## config.mk

```make
export PLATFORM = sky130hd
export DESIGN_NAME = ifetch_bus_ctrl
export DESIGN_NICKNAME = d
export VERILOG_FILES = /design/src/rtl/ifetch_bus_ctrl.sv
export SDC_FILE = /design/constraint.sdc
export NUM_CORES = 1
export LEC_CHECK = 0
export ABC_AREA = 0
export CELL_PAD_IN_SITES_DETAIL_PLACEMENT = 0
export CELL_PAD_IN_SITES_GLOBAL_PLACEMENT = 1
export CORE_MARGIN = 4
export CORE_UTILIZATION = 29
export CTS_CLUSTER_SIZE = 24
export DETAILED_ROUTE_END_ITERATION = 8
export PLACE_DENSITY = 0.86
export SETUP_SLACK_MARGIN = 0.1
export SLEW_MARGIN = 30
export SYNTH_ARGS = -nofsm -noshare
export SYNTH_HDL_FRONTEND = slang
export SYNTH_SLANG_ARGS = --single-unit
```

## constraint.sdc

```tcl
create_clock -name clk -period 2.14 [get_ports clk]
set_input_delay 0.428 -clock clk [delete_from_list [all_inputs] [get_ports clk]]
set_output_delay 0.428 -clock clk [all_outputs]
set_load 0.03 [all_outputs]
```

## src/rtl/ifetch_bus_ctrl.sv

```systemverilog
// Instruction-fetch bus controller: turns pc/ce fetch requests into single
// Wishbone classic reads, stalls the PC while a read is outstanding, holds the
// returned word while IF is stalled and discards words from flushed fetches.
//
// state | meaning
// IDLE  | no bus cycle; launch on ce & ~flush & ~stall[1]
// BUSY  | read outstanding, PC frozen via stallreq_o
// HOLD  | word received while IF stalled; presented from buffer
// DRAIN | fetch flushed; wait out the bus cycle and drop the data
module ifetch_bus_ctrl #(
    parameter int unsigned TIMEOUT = 255
) (
    input  logic        clk,
    input  logic        rst,
    input  logic [31:0] pc_i,
    input  logic        ce_i,
    input  logic [5:0]  stall_i,
    input  logic        flush_i,
    input  logic [31:0] wb_dat_i,
    input  logic        wb_ack_i,
    output logic        wb_cyc_o,
    output logic        wb_stb_o,
    output logic [31:0] wb_adr_o,
    output logic        wb_we_o,
    output logic [3:0]  wb_sel_o,
    output logic [31:0] inst_o,
    output logic        stallreq_o,
    output logic        bus_err_o
);

    localparam int CW = $clog2(TIMEOUT + 1);
    localparam logic [CW-1:0] TC = CW'(TIMEOUT - 1);

    typedef enum logic [1:0] {IDLE, BUSY, HOLD, DRAIN} state_t;

    state_t        state, state_nx;
    logic [CW-1:0] count, count_nx;
    logic          cyc_nx;
    logic [31:0]   adr_nx;
    logic [31:0]   buffer, buffer_nx;
    logic          err_nx;
    logic          stall_if;
    logic          launch;
    logic          timeout;
    logic          unused_stall;

    assign stall_if     = stall_i[1];
    assign unused_stall = ^{stall_i[5:2], stall_i[0]};
    assign launch       = ce_i & ~flush_i & ~stall_if;
    assign timeout      = (count == TC);

    assign wb_we_o  = 1'b0;
    assign wb_sel_o = 4'b1111;

    // State register and registered bus/error outputs.
    always_ff @(posedge clk) begin
        if (rst) begin
            state     <= IDLE;
            count     <= '0;
            wb_cyc_o  <= 1'b0;
            wb_stb_o  <= 1'b0;
            wb_adr_o  <= '0;
            buffer    <= '0;
            bus_err_o <= 1'b0;
        end else begin
            state     <= state_nx;
            count     <= count_nx;
            wb_cyc_o  <= cyc_nx;
            wb_stb_o  <= cyc_nx;
            wb_adr_o  <= adr_nx;
            buffer    <= buffer_nx;
            bus_err_o <= err_nx;
        end
    end

    // Next-state logic plus combinational inst_o/stallreq_o.
    // An ack always beats a coincident timeout; an ack with flush discards data.
    always_comb begin
        state_nx   = state;
        count_nx   = count;
        cyc_nx     = wb_cyc_o;
        adr_nx     = wb_adr_o;
        buffer_nx  = buffer;
        err_nx     = 1'b0;
        inst_o     = 32'h0;
        stallreq_o = 1'b0;
        case (state)
            IDLE: begin
                if (launch) begin
                    stallreq_o = 1'b1;
                    state_nx   = BUSY;
                    cyc_nx     = 1'b1;
                    adr_nx     = pc_i;
                    count_nx   = '0;
                end
            end
            BUSY: begin
                if (wb_ack_i) begin
                    cyc_nx = 1'b0;
                    if (flush_i) begin
                        state_nx = IDLE;
                    end else if (!stall_if) begin
                        inst_o   = wb_dat_i;
                        state_nx = IDLE;
                    end else begin
                        buffer_nx = wb_dat_i;
                        state_nx  = HOLD;
                    end
                end else if (timeout) begin
                    cyc_nx   = 1'b0;
                    err_nx   = 1'b1;
                    state_nx = IDLE;
                end else if (flush_i) begin
                    count_nx = count + CW'(1);
                    state_nx = DRAIN;
                end else begin
                    stallreq_o = 1'b1;
                    count_nx   = count + CW'(1);
                end
            end
            DRAIN: begin
                if (wb_ack_i) begin
                    cyc_nx   = 1'b0;
                    state_nx = IDLE;
                end else if (timeout) begin
                    cyc_nx   = 1'b0;
                    err_nx   = 1'b1;
                    state_nx = IDLE;
                end else begin
                    count_nx = count + CW'(1);
                end
            end
            HOLD: begin
                if (flush_i) begin
                    state_nx = IDLE;
                end else begin
                    inst_o = buffer;
                    if (!stall_if) state_nx = IDLE;
                end
            end
            default: state_nx = IDLE;
        endcase
        if (rst) begin
            inst_o     = 32'h0;
            stallreq_o = 1'b0;
        end
    end

endmodule
```

==> metrics.md <==
| Metric | Value |
|---|---|
| Rows | `39` |
| Ports | `148` |
| Fin worst setup slack | `-0.2022 ns` |
| Total CTS buffers | `9` |
| Worst path cell trace | `inv_2 -> ha_4 -> and2b_1 -> and3b_2 -> buf_12 -> buf_16 -> a22oi_2 -> nor2_2 -> buf_6` |
| Main combinational cell family by area after synthesis | `simple AND/OR/NAND/NOR gates` |
| Die W | `117.6 um` |
| Seq/Total Area, Yosys | `0.4371` |
| Main synth FF type | `dfxtp_1` |
| Critical path endpoint category | `output pin` |
| CP Class | `flip-flop to output pin` |
| H-tree levels | `3` |
| Cell count after synthesis | `468` |
| Input/output buffers | `137` |
| First-pass GRT wire length | `18200 um` |
| Antenna violations before repair | `1` |
| Final worst path period share | `1.094` |
| Cell variety after synth | `43` |
| Number of global-route vias before repair | `around 3700` |
| Power Dens Cells | `712.3 nW/um2` |
| Worst Hold Slack | `approximately 0.45 ns` |
| Tmin final | `between 2 and 2.5 ns` |
| Sw power | `between 1 and 1.5 mW` |
| Status | `finished, violations left` |
| F_max | `427.0 MHz` |
| Pin count of the biggest net entering global routing | `48` |
| Top delay family on crit path | `buffers and inverters` |
| Antenna cell count | `0` |
| Crit path largest cell delay | `0.34 ns` |
| GR Overflow Total | `0` |
| Vias per Instance | `4.892` |
| Arr. time, crit path | `roughly 1.9 ns` |
| Mapped Area | `3481 um2` |
| Commonest non-fill, non-tap cell in the layout | `nand2_1` |
| Violated checks | `setup timing` |
| RSZ-0062 raised after global routing | `yes` |
| Ratio of cells with drive above 1 in the final layout | `0.2717` |
| Highest-count cells in the layout ignoring fill and taps | `138 x nand2_1, 100 x clkdlybuf4s50_1, 73 x dfxtp_1` |
| Max Cap Viol | `0` |
| Area growth syn-to-layout | `69.34%` |
| DR iter-0 viols | `approximately 230` |
| Syn Area/Cell | `7.438 um2` |
| Routed WL | `10990 um` |
| Via count | `3742` |
| Buf/Inv on CP | `4` |
| Peak VDD IR | `0.4072 mV` |
| Die Y | `117.6 um` |
| Lkg Pwr | `2.020 nW` |
| DRC viols | `0` |
| Post-DP HPWL | `about 7300 um` |
| Layout Nets | `699` |
| Mux cell area share after synthesis | `0.008627` |
| Place WS | `-0.1787 ns` |
| Comb power frac | `0.279` |
| Post-CTS Hold Buffers | `0` |
| Max-slew violation count | `0` |
| CP max FO | `8` |
| Total Routing Usage GR | `0.1559` |
| Reg power frac | `0.369` |
| FF+latch count, synth | `76` |
| Post-synth EDFFs | `0` |
| Post-synthesis simple-gate area fraction | `0.2372` |
| CP Data Required Time | `1.71 ns` |
| Int Pwr | `2.883 mW` |
| XOR/XNOR share of the synthesized area | `0` |
| Clock root cell | `clkbuf_16` |
| Antenna Nets Post-Route | `0` |
| Clock group share of total power | `0.353` |
| Clock latency on the worst-skew pair | `0.33 ns` |
| Sw Ratio | `0.3134` |
| Die ar. | `13820 um2` |
| Clock Pin Slew Worst Setup and Hold Paths | `0.06 ns` |
| Reg2reg setup slack | `0.30 ns` |
| Routed len/inst | `14.36 um` |
| CTS tree | `done` |
| Hold Violations, Final | `0` |
| Setup Skew | `0.007129 ns` |
| CP max stage cell | `dfxtp_2` |
| Post-synthesis adder-cell area fraction | `0.02516` |
| # clock sinks | `76` |
| Number of synthesis warnings | `0` |
| Compound-gate portion of the synthesized area | `0.2286` |
| Setup violators final | `32` |
| Hold crit path type | `flip-flop to flip-flop` |
| Initial cell density of the core | `0.3010` |
| Critical Path Start Type | `flip-flop` |
| Core footprint | `11560 um2` |
| Router iterations before antenna repair | `4` |
| RePlAce Congestion | `0.8166` |
| Deepest clock path buffer count | `2` |
| Fraction of registers with async set/reset | `0` |
[flip-flops by register name, indices dropped and copies added (netlist names)]
signal / count
buffer: 32
wb_adr_o: 32
count: 8
state: 2
bus_err_o: 1
wb_stb_o: 1
[logic make-up after synthesis]
group,count (synthesis)
AND/OR/NAND/NOR,203
AO/OA/AOI/OAI,130
flip-flops,76
adder cells (fa/ha/maj),7
multiplexers,3
buffers and inverters,47
other,2
[tightest hold or removal path: stages (launching register included)]
cell	delay, ns
dfxtp_1	0.31
nand2_1	0.05
a21oi_1	0.05
[cell type report]
| cell class | instances | area, um2 |
|---|---|---|
| Clock buffer | 11 | 252.7 |
| Clock inverter | 5 | 42.54 |
| Fill cell | 1084 | 5670 |
| Inverter | 7 | 26.28 |
| Multi-Input combinational cell | 348 | 2034 |
| Sequential cell | 76 | 1525 |
| Tap cell | 143 | 178.9 |
| Timing Repair Buffer | 175 | 1834 |
[synth_stat cells, drive strengths merged (3+ instances only)]
cell type / number / share of area
nor3: 5 / 0.0072
o21ai: 7 / 0.010
mux2i: 3 / 0.0086
clkbuf: 22 / 0.024
a31oi: 6 / 0.011
nand2: 139 / 0.15
ha: 7 / 0.025
a21oi: 72 / 0.10
inv: 6 / 0.0065
nand3: 5 / 0.0072
nor2: 40 / 0.044
dfxtp: 76 / 0.44
buf: 18 / 0.030
a22oi: 32 / 0.069
[layer usage]
metal | track usage | vias to the layer above | routed length (um)
met5 | 0 | - | 13
met3 | 0.06391 | 13 | 902
met2 | 0.2598 | 116 | 5259
li1 | - | 1873 | -
met1 | 0.1883 | 1738 | 4702
met4 | 0.03663 | 2 | 110
[power by group through the flow]
stage,logic [mW],clock network [mW],registers [mW]
2_1_floorplan,0.551,0,1.64
3_3_place_gp,1.04,0,1.57
3_5_place_dp,1.06,0,1.57
4_1_cts,1.17,1.52,1.55
5_1_grt,1.28,1.58,1.56
6_report,1.17,1.48,1.55
[path summary, 6_finish.rpt]
kind | from | cells past startpoint | to
max | state[1]$_SDFFE_PP0P_ | 9 | inst_o[13]
min | wb_adr_o[2]$_SDFFE_PP0N_ | 2 | wb_adr_o[2]$_SDFFE_PP0N_
max reg2reg | state[1]$_SDFFE_PP0P_ | 9 | count[2]$_SDFFE_PP0P_
min reg2reg | wb_adr_o[2]$_SDFFE_PP0N_ | 2 | wb_adr_o[2]$_SDFFE_PP0N_
[metrics by stage]
| step | util | cell area, um2 | setup TNS, ns | cells | power (mW) |
|---|---|---|---|---|---|
| finish | 0.5097 | 5894 | -5.563 | 765 | 4.199 |
| global route | 0.5097 | 5894 | -7.726 | 765 | 4.416 |
| CTS | 0.5090 | 5887 | -5.311 | 764 | 4.241 |
| detailed placement | 0.4401 | 5090 | -6.140 | 733 | 2.630 |
| global placement | 0.4401 | 5090 | -4.386 | 733 | 2.610 |
| floorplan | - | 3580 | 0 | 471 | 2.191 |
[timing repair]
item | 4_1_cts | 5_1_grt
buffers inserted | 12 | 1
pin swaps | 13 | 8
gates resized for setup | 81 | 0
cloned | 3 | 0
setup endpoints to repair | 33 | 33
endpoints found under the hold margin | 0 | 0
No activity file was read; power rests on OpenSTA's default activity.
